`config.mk`:
```
export PLATFORM = sky130hd
export DESIGN_NAME = keypad_scan
export DESIGN_NICKNAME = d
export VERILOG_FILES = /design/src/rtl/keypad_scan.sv
export SDC_FILE = /design/constraint.sdc
export NUM_CORES = 1
export LEC_CHECK = 0
export BUFFER_PORTS_ARGS = -buffer_cell sky130_fd_sc_hd__buf_2
export CAP_MARGIN = 20
export CORE_MARGIN = 4
export CORE_UTILIZATION = 40
export CTS_BUF_LIST = sky130_fd_sc_hd__clkbuf_8 sky130_fd_sc_hd__clkbuf_16
export CTS_CLUSTER_DIAMETER = 40
export CTS_CLUSTER_SIZE = 16
export DETAILED_ROUTE_END_ITERATION = 12
export PLACE_DENSITY = 0.55
export SETUP_SLACK_MARGIN = 0.02
export SYNTH_ARGS = -nofsm -noshare
export SYNTH_HDL_FRONTEND = slang
export SYNTH_SLANG_ARGS = --single-unit
```
`constraint.sdc`:
```
create_clock -name clk -period 3.25 [get_ports clk]
set_input_delay 0.1625 -clock clk [delete_from_list [all_inputs] [get_ports clk]]
set_output_delay 0.1625 -clock clk [all_outputs]
set_load 0.01 [all_outputs]
```
`src/rtl/keypad_scan.sv`:
```
// 4x4 active-low key matrix scanner: rotates the row drive, samples synchronized
// columns once per row dwell and debounces whole scan frames into key events.
module keypad_scan #(
    parameter int SCAN_CNT  = 50000,
    parameter int DEB_SCANS = 5,
    parameter int CNT_W     = 16
) (
    input  logic       clk,
    input  logic       rst_n,
    input  logic [3:0] col_n,
    output logic [3:0] row_n,
    output logic [3:0] key_code,
    output logic       key_valid,
    output logic       key_held
);

    localparam int MW = $clog2(DEB_SCANS + 1);

    localparam logic [1:0] RES_NONE   = 2'd0;
    localparam logic [1:0] RES_SINGLE = 2'd1;
    localparam logic [1:0] RES_MULTI  = 2'd2;

    typedef enum logic [1:0] {
        ST_IDLE    = 2'd0,
        ST_PRESS   = 2'd1,
        ST_HELD    = 2'd2,
        ST_RELEASE = 2'd3
    } state_e;

    // Closed switches in one row sample, saturated at 2 (0 / 1 / many).
    function automatic logic [1:0] hits_in_row(input logic [3:0] cols_n);
        logic [2:0] n;
        n = {2'b00, ~cols_n[0]} + {2'b00, ~cols_n[1]} + {2'b00, ~cols_n[2]} + {2'b00, ~cols_n[3]};
        if (n >= 3'd2) begin
            return RES_MULTI;
        end else begin
            return n[1:0];
        end
    endfunction

    function automatic logic [1:0] low_col(input logic [3:0] cols_n);
        logic [1:0] idx;
        casez (cols_n)
            4'b???0: idx = 2'd0;
            4'b??01: idx = 2'd1;
            4'b?011: idx = 2'd2;
            4'b0111: idx = 2'd3;
            default: idx = 2'd0;
        endcase
        return idx;
    endfunction

    logic [3:0]       col_meta_q, col_sync_q;
    logic [CNT_W-1:0] cnt_q, cnt_d;
    logic [1:0]       row_idx_q, row_idx_d;
    logic [3:0]       row_n_q, row_n_d;
    logic [1:0]       acc_hits_q, acc_hits_d;
    logic [3:0]       acc_code_q, acc_code_d;

    state_e           state_q, state_d;
    logic [MW-1:0]    match_q, match_d;
    logic [3:0]       cand_q, cand_d;
    logic [3:0]       key_code_q, key_code_d;
    logic             key_valid_q, key_valid_d;
    logic             key_held_q, key_held_d;

    logic             sample_s;
    logic             frame_end_s;
    logic [1:0]       row_hits_s;
    logic [2:0]       hit_sum_s;
    logic [1:0]       merged_hits_s;
    logic [3:0]       merged_code_s;
    logic [MW-1:0]    match_inc_s;
    logic             accept_s;

    // Two-flop synchronizer on the column lines.
    always_ff @(posedge clk or negedge rst_n) begin
        if (!rst_n) begin
            col_meta_q <= 4'hF;
            col_sync_q <= 4'hF;
        end else begin
            col_meta_q <= col_n;
            col_sync_q <= col_meta_q;
        end
    end

    // Sample strobe and running merge of this row's hits into the frame accumulator.
    always_comb begin
        sample_s      = (cnt_q == CNT_W'(SCAN_CNT - 1));
        frame_end_s   = sample_s && (row_idx_q == 2'd3);
        row_hits_s    = hits_in_row(col_sync_q);
        hit_sum_s     = {1'b0, acc_hits_q} + {1'b0, row_hits_s};
        merged_hits_s = (hit_sum_s >= 3'd2) ? RES_MULTI : hit_sum_s[1:0];
        if (row_hits_s == RES_SINGLE) begin
            merged_code_s = {row_idx_q, low_col(col_sync_q)};
        end else begin
            merged_code_s = acc_code_q;
        end
    end

    // Dwell counter, row rotation and frame accumulator next state.
    always_comb begin
        cnt_d      = cnt_q + CNT_W'(1);
        row_idx_d  = row_idx_q;
        row_n_d    = row_n_q;
        acc_hits_d = acc_hits_q;
        acc_code_d = acc_code_q;
        if (sample_s) begin
            cnt_d     = {CNT_W{1'b0}};
            row_idx_d = row_idx_q + 2'd1;
            row_n_d   = {row_n_q[2:0], row_n_q[3]};
            if (frame_end_s) begin
                acc_hits_d = RES_NONE;
                acc_code_d = 4'h0;
            end else begin
                acc_hits_d = merged_hits_s;
                acc_code_d = merged_code_s;
            end
        end else begin
            cnt_d = cnt_q + CNT_W'(1);
        end
    end

    // Scan registers.
    always_ff @(posedge clk or negedge rst_n) begin
        if (!rst_n) begin
            cnt_q      <= {CNT_W{1'b0}};
            row_idx_q  <= 2'd0;
            row_n_q    <= 4'b1110;
            acc_hits_q <= RES_NONE;
            acc_code_q <= 4'h0;
        end else begin
            cnt_q      <= cnt_d;
            row_idx_q  <= row_idx_d;
            row_n_q    <= row_n_d;
            acc_hits_q <= acc_hits_d;
            acc_code_q <= acc_code_d;
        end
    end

    // Debounce FSM state register.
    always_ff @(posedge clk or negedge rst_n) begin
        if (!rst_n) begin
            state_q <= ST_IDLE;
            match_q <= {MW{1'b0}};
            cand_q  <= 4'h0;
        end else begin
            state_q <= state_d;
            match_q <= match_d;
            cand_q  <= cand_d;
        end
    end

    // Debounce FSM next state; it only moves on the frame-end sample.
    always_comb begin
        state_d     = state_q;
        match_d     = match_q;
        cand_d      = cand_q;
        accept_s    = 1'b0;
        match_inc_s = match_q + MW'(1);
        if (frame_end_s) begin
            case (state_q)
                ST_IDLE: begin
                    if (merged_hits_s == RES_SINGLE) begin
                        cand_d  = merged_code_s;
                        match_d = MW'(1);
                        state_d = ST_PRESS;
                    end else begin
                        state_d = ST_IDLE;
                    end
                end
                ST_PRESS: begin
                    if ((merged_hits_s == RES_SINGLE) && (merged_code_s == cand_q)) begin
                        if (match_inc_s == MW'(DEB_SCANS)) begin
                            match_d  = {MW{1'b0}};
                            state_d  = ST_HELD;
                            accept_s = 1'b1;
                        end else begin
                            match_d = match_inc_s;
                        end
                    end else begin
                        match_d = {MW{1'b0}};
                        state_d = ST_IDLE;
                    end
                end
                ST_HELD: begin
                    if (merged_hits_s == RES_NONE) begin
                        match_d = MW'(1);
                        state_d = ST_RELEASE;
                    end else begin
                        state_d = ST_HELD;
                    end
                end
                ST_RELEASE: begin
                    if (merged_hits_s == RES_NONE) begin
                        if (match_inc_s == MW'(DEB_SCANS)) begin
                            match_d = {MW{1'b0}};
                            state_d = ST_IDLE;
                        end else begin
                            match_d = match_inc_s;
                        end
                    end else begin
                        match_d = {MW{1'b0}};
                        state_d = ST_HELD;
                    end
                end
                default: begin
                    match_d = {MW{1'b0}};
                    state_d = ST_IDLE;
                end
            endcase
        end else begin
            state_d = state_q;
        end
    end

    // Output next state: held follows the state being entered so it rises with the pulse.
    always_comb begin
        key_valid_d = accept_s;
        key_held_d  = (state_d == ST_HELD) || (state_d == ST_RELEASE);
        if (accept_s) begin
            key_code_d = cand_q;
        end else begin
            key_code_d = key_code_q;
        end
    end

    // Output registers.
    always_ff @(posedge clk or negedge rst_n) begin
        if (!rst_n) begin
            key_code_q  <= 4'h0;
            key_valid_q <= 1'b0;
            key_held_q  <= 1'b0;
        end else begin
            key_code_q  <= key_code_d;
            key_valid_q <= key_valid_d;
            key_held_q  <= key_held_d;
        end
    end

    assign row_n     = row_n_q;
    assign key_code  = key_code_q;
    assign key_valid = key_valid_q;
    assign key_held  = key_held_q;

endmodule

```
==> reports/metrics.cfg, run 1 <==
[routing]
vias=1770
drc=0
drt-wirelength-per-cell_um=13.4
ant_nets=0
viasPerCell=5.03
finalWirelength_um=4710
firstDrtPassIters=4
drt_iter0_markers=38

[placement]
hpwl_um=3350
port_buffers=15
pre_cts_slack_ps=-33.3
placed_area_um2=2750
globalplace.congestion=0.769

[setup_path]
reg2reg_to=key_code[2]$_DFFE_PN0P_
end_kind=flop
rr_startpoint=col_sync_q[1]$_DFF_PN1_
rrSetupSlack_ps=60
cp_max_fo=4
crit_arrival_ps=3380
cp-endpoint=key_code[2]$_DFFE_PN0P_
crit_required_ps=3440
rr_worst_depth=13
startpoint_type=flop
crit_type=reg -> reg
crit_start=col_sync_q[1]$_DFF_PN1_

[timing]
tightest_slew_ps=683
max_freq_mhz=313
rsz0062_at_grt=yes
hold_viol=0
finalCriticalPeriod_ps=3190
maxSlewViolCount=0
layout_setup_ws_ps=59.1
worst_hold_slack_ps=360
fin_crit_sh=0.982
setup_viol=0
skew_ps=12.8
worst_slew_margin_rel=0.545
setup_tns_ps=0

[final_layout]
register_area_um2=1290
final_nets=292
nFillCells=565
areaGrowthSynthToFinish_pct=20.4
drive_gt1_frac=0.264
final_area_um2=3020
multi_input_area_um2=1220
utilization=0.504
antenna_cells=0

[yosys]
yosysWarningCount=0
ys_ff_latch=51
synth_edf_count=0
async_flop_share=1.00
synth_cells=238
synth_area_um2=2510
synth_ff_type=dfrtp_1
synth_cell_types=49
synth_fp_nets=254
syn_area_per_cell_um2=10.5
ys_seq_area_frac=0.515

[worst_hold_path]
min_path_type=reg -> reg

[power_and_ir_drop]
p_per_area_nw_per_um2=392
p_leak_nw=1.38
ir_drop_mv=0.232

[global_route]
grtUsageTotal=0.144
grt-ovfl-total=0
grt_use_met2=0.219
met3_usage=0.0341
grtUsageMet1=0.209
grt_pass1_wl_um=8640
grt_max_degree=31
antenna_found_initial=0
top_usage_layer=met2
grt_pass1_vias=1774

[job]
max_cap_viol_count=0

[floorplan]
pin_count=16
core-area_um2=5990
dieArea_um2=7600
initial_core_util=0.418
die_w_um=87.2
die_h_um=87.2
rows=28

[clock_tree]
cts_made_buffers=5
htreeDepth=2
clk_latency_ps=310
cts_buffer_depth=2
clkTransAtPathRegs_ps=90
cts.sinks=51
root_buffer=clkbuf_8
cts_tree=done

[status]
status=completed

[synth_stat cells, types with 5 or more instances]
library cell,count,share of area
inv_1,9,0.013
nand3_1,10,0.020
o21ai_0,10,0.020
nor2_1,18,0.027
xor2_1,11,0.038
nand2_1,38,0.057
ha_1,8,0.040
dfstp_2,11,0.12
a21oi_1,7,0.014
nor2b_1,6,0.015
dfrtp_1,40,0.40
xnor2_1,5,0.017
[cell usage in the layout (no fill, tap or decap), drive strengths merged, types with 2 or more instances in the layout]
cell type and n:
nor4 2, nand3 11, nand4 2, nor2b 6, nand3b 3, a31oi 2
and3b 3, mux2 4, nor3 4, and3 2, o21ai 11, a21oi 7
inv 10, fa 2, buf 33, nand2 38, clkbuf 7, mux2i 3
o31ai 5, a21boi 3, nor2 18, dfstp 11, nand4bb 2, and2 2
ha 8, dfrtp 40, dlygate4sd3 5, xnor2 5, a22o 2, xor2 11
[layer usage]
layer	part of all wire	vias up
met3	0.034	4
met4	0.0076	0
li1	-	893
met2	0.43	22
met5	0	-
met1	0.53	851
[sequential cells by signal, summed over array words and instances (netlist names)]
name and count:
cand_q 4, row_n 4, key_valid 1, acc_code_q 4
match_q 3, row_idx_q 2, col_meta_q 4, state_q 2
key_held 1, key_code 4, cnt_q 16, acc_hits_q 2
col_sync_q 4
[critical path: stages, from the launching register on]
cell and delay [ps]:
dfstp_2 550, fa_1 410, inv_1 70, ha_2 160
inv_2 40, ha_4 260, nor2b_2 40, fa_1 470
and2_4 150, o21ai_4 60, a21oi_2 130, and4bb_2 290
nand3_4 110, mux2_4 330
[cell type report]
| cell class | count | share of cell area |
|---|---|---|
| inverters | 9 | 0.0112 |
| clock buffers | 7 | 0.0357 |
| multi-input cells | 171 | 0.405 |
| repair buffers | 38 | 0.0863 |
| flip-flops and latches | 51 | 0.428 |
| well taps | 75 | 0.0311 |
| clock inverters | 1 | 0.00290 |
[what timing repair did]
action | in CTS | in global routing
buffers inserted | 5 | 0
hold buffers | 5 | 0
pin swaps | 2 | 6
gates cloned | 0 | 0
resized for setup | 8 | 6
hold endpoints to repair | 22 | 0
endpoints found under the setup margin | 6 | 15
[worst min-delay path by stage]
stage | endpoint | startpoint | cells past startpoint | slack, ps
after floorplan | acc_code_q[0]$_DFFE_PN0N_ | rst_n | 0 | -130
after global placement | match_q[0]$_DFFE_PN0P_ | rst_n | 1 | 250
after detailed placement | match_q[0]$_DFFE_PN0P_ | rst_n | 1 | 250
after CTS | col_sync_q[0]$_DFF_PN1_ | col_meta_q[0]$_DFF_PN1_ | 0 | 360
after global routing | col_sync_q[3]$_DFF_PN1_ | col_meta_q[3]$_DFF_PN1_ | 0 | 370
final | col_sync_q[3]$_DFF_PN1_ | col_meta_q[3]$_DFF_PN1_ | 0 | 360
[cells by family after synthesis]
group                    count (synthesis)  share of synthesized area
flip-flops                              51                      0.515
AND/OR/NAND/NOR                        101                      0.215
XOR/XNOR                                17                     0.0649
AO/OA/AOI/OAI                           36                     0.0939
adder cells (fa/ha/maj)                 10                     0.0559
multiplexers                             7                     0.0300
buffers and inverters                   16                     0.0255
[power breakdown]
group	leakage (nW)	switching (mW)	internal (mW)	total [mW]
Combinational	0.663	0.0506	0.0488	0.0994
Sequential	0.660	0.00249	0.643	0.646
Clock	0.0600	0.216	0.223	0.438
[through the flow]
step,power [mW],cells
CTS,1.20,352
floorplan,0.698,238
finish,1.18,352
global route,1.25,352
detailed placement,0.740,334
global placement,0.739,334
(Power assumes the default switching activity.)
==> run 2: changes to the inputs <==
CTS_BUF_LIST = sky130_fd_sc_hd__clkbuf_4   (was sky130_fd_sc_hd__clkbuf_8 sky130_fd_sc_hd__clkbuf_16)
RECOVER_POWER = 25   (was not set)
SKIP_CTS_REPAIR_TIMING = 1   (was not set)
==> run 2 against run 1 <==
Register-to-register slack hardly changed. Largest cell class unchanged. Power shrank 6.6%. Via count decreased by 1.4%. Clock-buffer cell count shrank 2. Highest routed layer unchanged. Cell count decreased by 1.4%. Flip-flop and latch count is the same. Sequential power is essentially flat. Wire length decreased by 2.8%. Die area stayed put. Fmax rose by 0.39%. The flow now finishes with violations (max-capacitance violations, max-slew violations).
==> reports/metrics.cfg, run 2 (synthesized netlist as in run 1, its figures left out) <==
[clock_tree]
htreeDepth=2
cts_made_buffers=5
clkTransAtPathRegs_ps=150
cts_tree=done
clk_latency_ps=370
root_buffer=clkbuf_4
cts_buffer_depth=2
cts.sinks=51

[power_and_ir_drop]
p_comb_frac=0.084
power_switching_mw=0.254
p_leak_nw=1.34
seq_power_share=0.585
p_per_area_nw_per_um2=377
clockPowerShare=0.330
swShare=0.230
p_int_mw=0.852
ir_drop_mv=0.194

[final_layout]
drive_gt1_frac=0.243
mostFrequentLayoutCells=40 x dfrtp_1, 38 x nand2_1, 18 x nor2_1
final_nets=287
stdcell_count=347
final_area_um2=2930
largest_register_ffs=16
final_common_cell=dfrtp_1
top_register=cnt_q
utilization=0.490
nFillCells=583
antenna_cells=0
areaGrowthSynthToFinish_pct=17.1

[setup_path]
startpoint_type=flop
crit_required_ps=3530
crit_chain=fa_1 > inv_1 > ha_1 > inv_2 > ha_4 > nor2b_2 > fa_1 > and2_4 > o21ai_2 > a21oi_2 > and4bb_2 > nand3_4 > mux2_4
crit_family=adder cells
crit_top_cell=fa_1
crit_type=reg -> reg
rr_startpoint=col_sync_q[1]$_DFF_PN1_
end_kind=flop
rr_worst_depth=13
cp_num_cells=13
reg2reg_to=key_code[0]$_DFFE_PN0P_
rrSetupSlack_ps=70
crit_arrival_ps=3460
cp_num_buf_inv=2
slowest_delay_ps=580
cpMaxStageDelayCell=dfstp_2
cp_max_fo=4

[floorplan]
core-area_um2=5990
die_h_um=87.2
dieArea_um2=7600
initial_core_util=0.418
die_w_um=87.2
rows=28
pin_count=16

[timing]
finalCriticalPeriod_ps=3180
layout_setup_ws_ps=71.3
tightest_slew_ps=1620
setup_viol=0
maxSlewViolCount=31
skew_ps=16.8
fin_crit_sh=0.978
worst_slew_margin_rel=-0.0780
max_freq_mhz=315
hold_viol=0
rsz0062_at_grt=yes

[routing]
wl_met2_um=1910
dr.max_layer_used=met4
vias=1745
drt_iter0_markers=44
drc=0
drt-wirelength-per-cell_um=13.2
wl_met1_um=2450
viasPerCell=5.03
wl_met3_um=153
firstDrtPassIters=4
finalWirelength_um=4580
ant_nets=0

[global_route]
grt-ovfl-total=0
grt_max_degree=31
grt_pass1_vias=1743
antenna_found_initial=0
grtUsageTotal=0.141
grt_pass1_wl_um=8420

[status]
violations=max-capacitance violations, max-slew violations
status=finished with violations

[worst_hold_path]
holdPathStages=0
min_path_type=reg -> reg
holdPathEnd=col_sync_q[3]$_DFF_PN1_
min-delay-start=col_meta_q[3]$_DFF_PN1_

[placement]
pre_cts_slack_ps=-33.3
placed_area_um2=2750
port_buffers=15
placed_cells=334
globalplace.congestion=0.769
hpwl_um=3350

[job]
max_cap_viol_count=1

[run 2: layer usage]
metal	up-vias	track usage
li1	891	-
met1	826	0.205
met2	20	0.210
met3	8	0.0312
met4	0	0.0460
met5	-	0
[run 2: worst max path at each step]
stage                            start                       to  slack (ps)
6_report       col_sync_q[1]$_DFF_PN1_  key_code[0]$_DFFE_PN0P_          70
5_1_grt        col_sync_q[1]$_DFF_PN1_  key_code[0]$_DFFE_PN0P_         -80
4_1_cts        col_sync_q[1]$_DFF_PN1_  key_code[2]$_DFFE_PN0P_         -60
3_5_place_dp   col_sync_q[1]$_DFF_PN1_  key_code[1]$_DFFE_PN0P_         -30
3_3_place_gp   col_sync_q[1]$_DFF_PN1_  key_code[3]$_DFFE_PN0P_          30
2_1_floorplan  col_sync_q[1]$_DFF_PN1_  key_code[0]$_DFFE_PN0P_          20
[run 2: power by group through the flow]
stage,logic [mW],clock network (mW),registers (mW)
final,0.0930,0.365,0.647
after global routing,0.107,0.413,0.648
after CTS,0.0816,0.382,0.647
after detailed placement,0.0814,0,0.659
after global placement,0.0807,0,0.658
after floorplan,0.0403,0,0.658
[run 2: cell type report]
class	count	area [um^2]	area share
tap	75	93.8	0.0320
clock inverter	3	42.5	0.0145
clock buffer	5	37.5	0.0128
timing repair buffer	33	221	0.0755
multi-input combinational	171	1210	0.414
inverter	9	33.8	0.0115
sequential	51	1290	0.440
[run 2: through the flow]
stage	power, mW	hold WS [ps]	setup TNS, ps
2_1_floorplan	0.698	-133	0
3_3_place_gp	0.739	253	0
3_5_place_dp	0.740	251	-178
4_1_cts	1.11	-178	-241
5_1_grt	1.17	372	-409
6_report	1.11	366	0
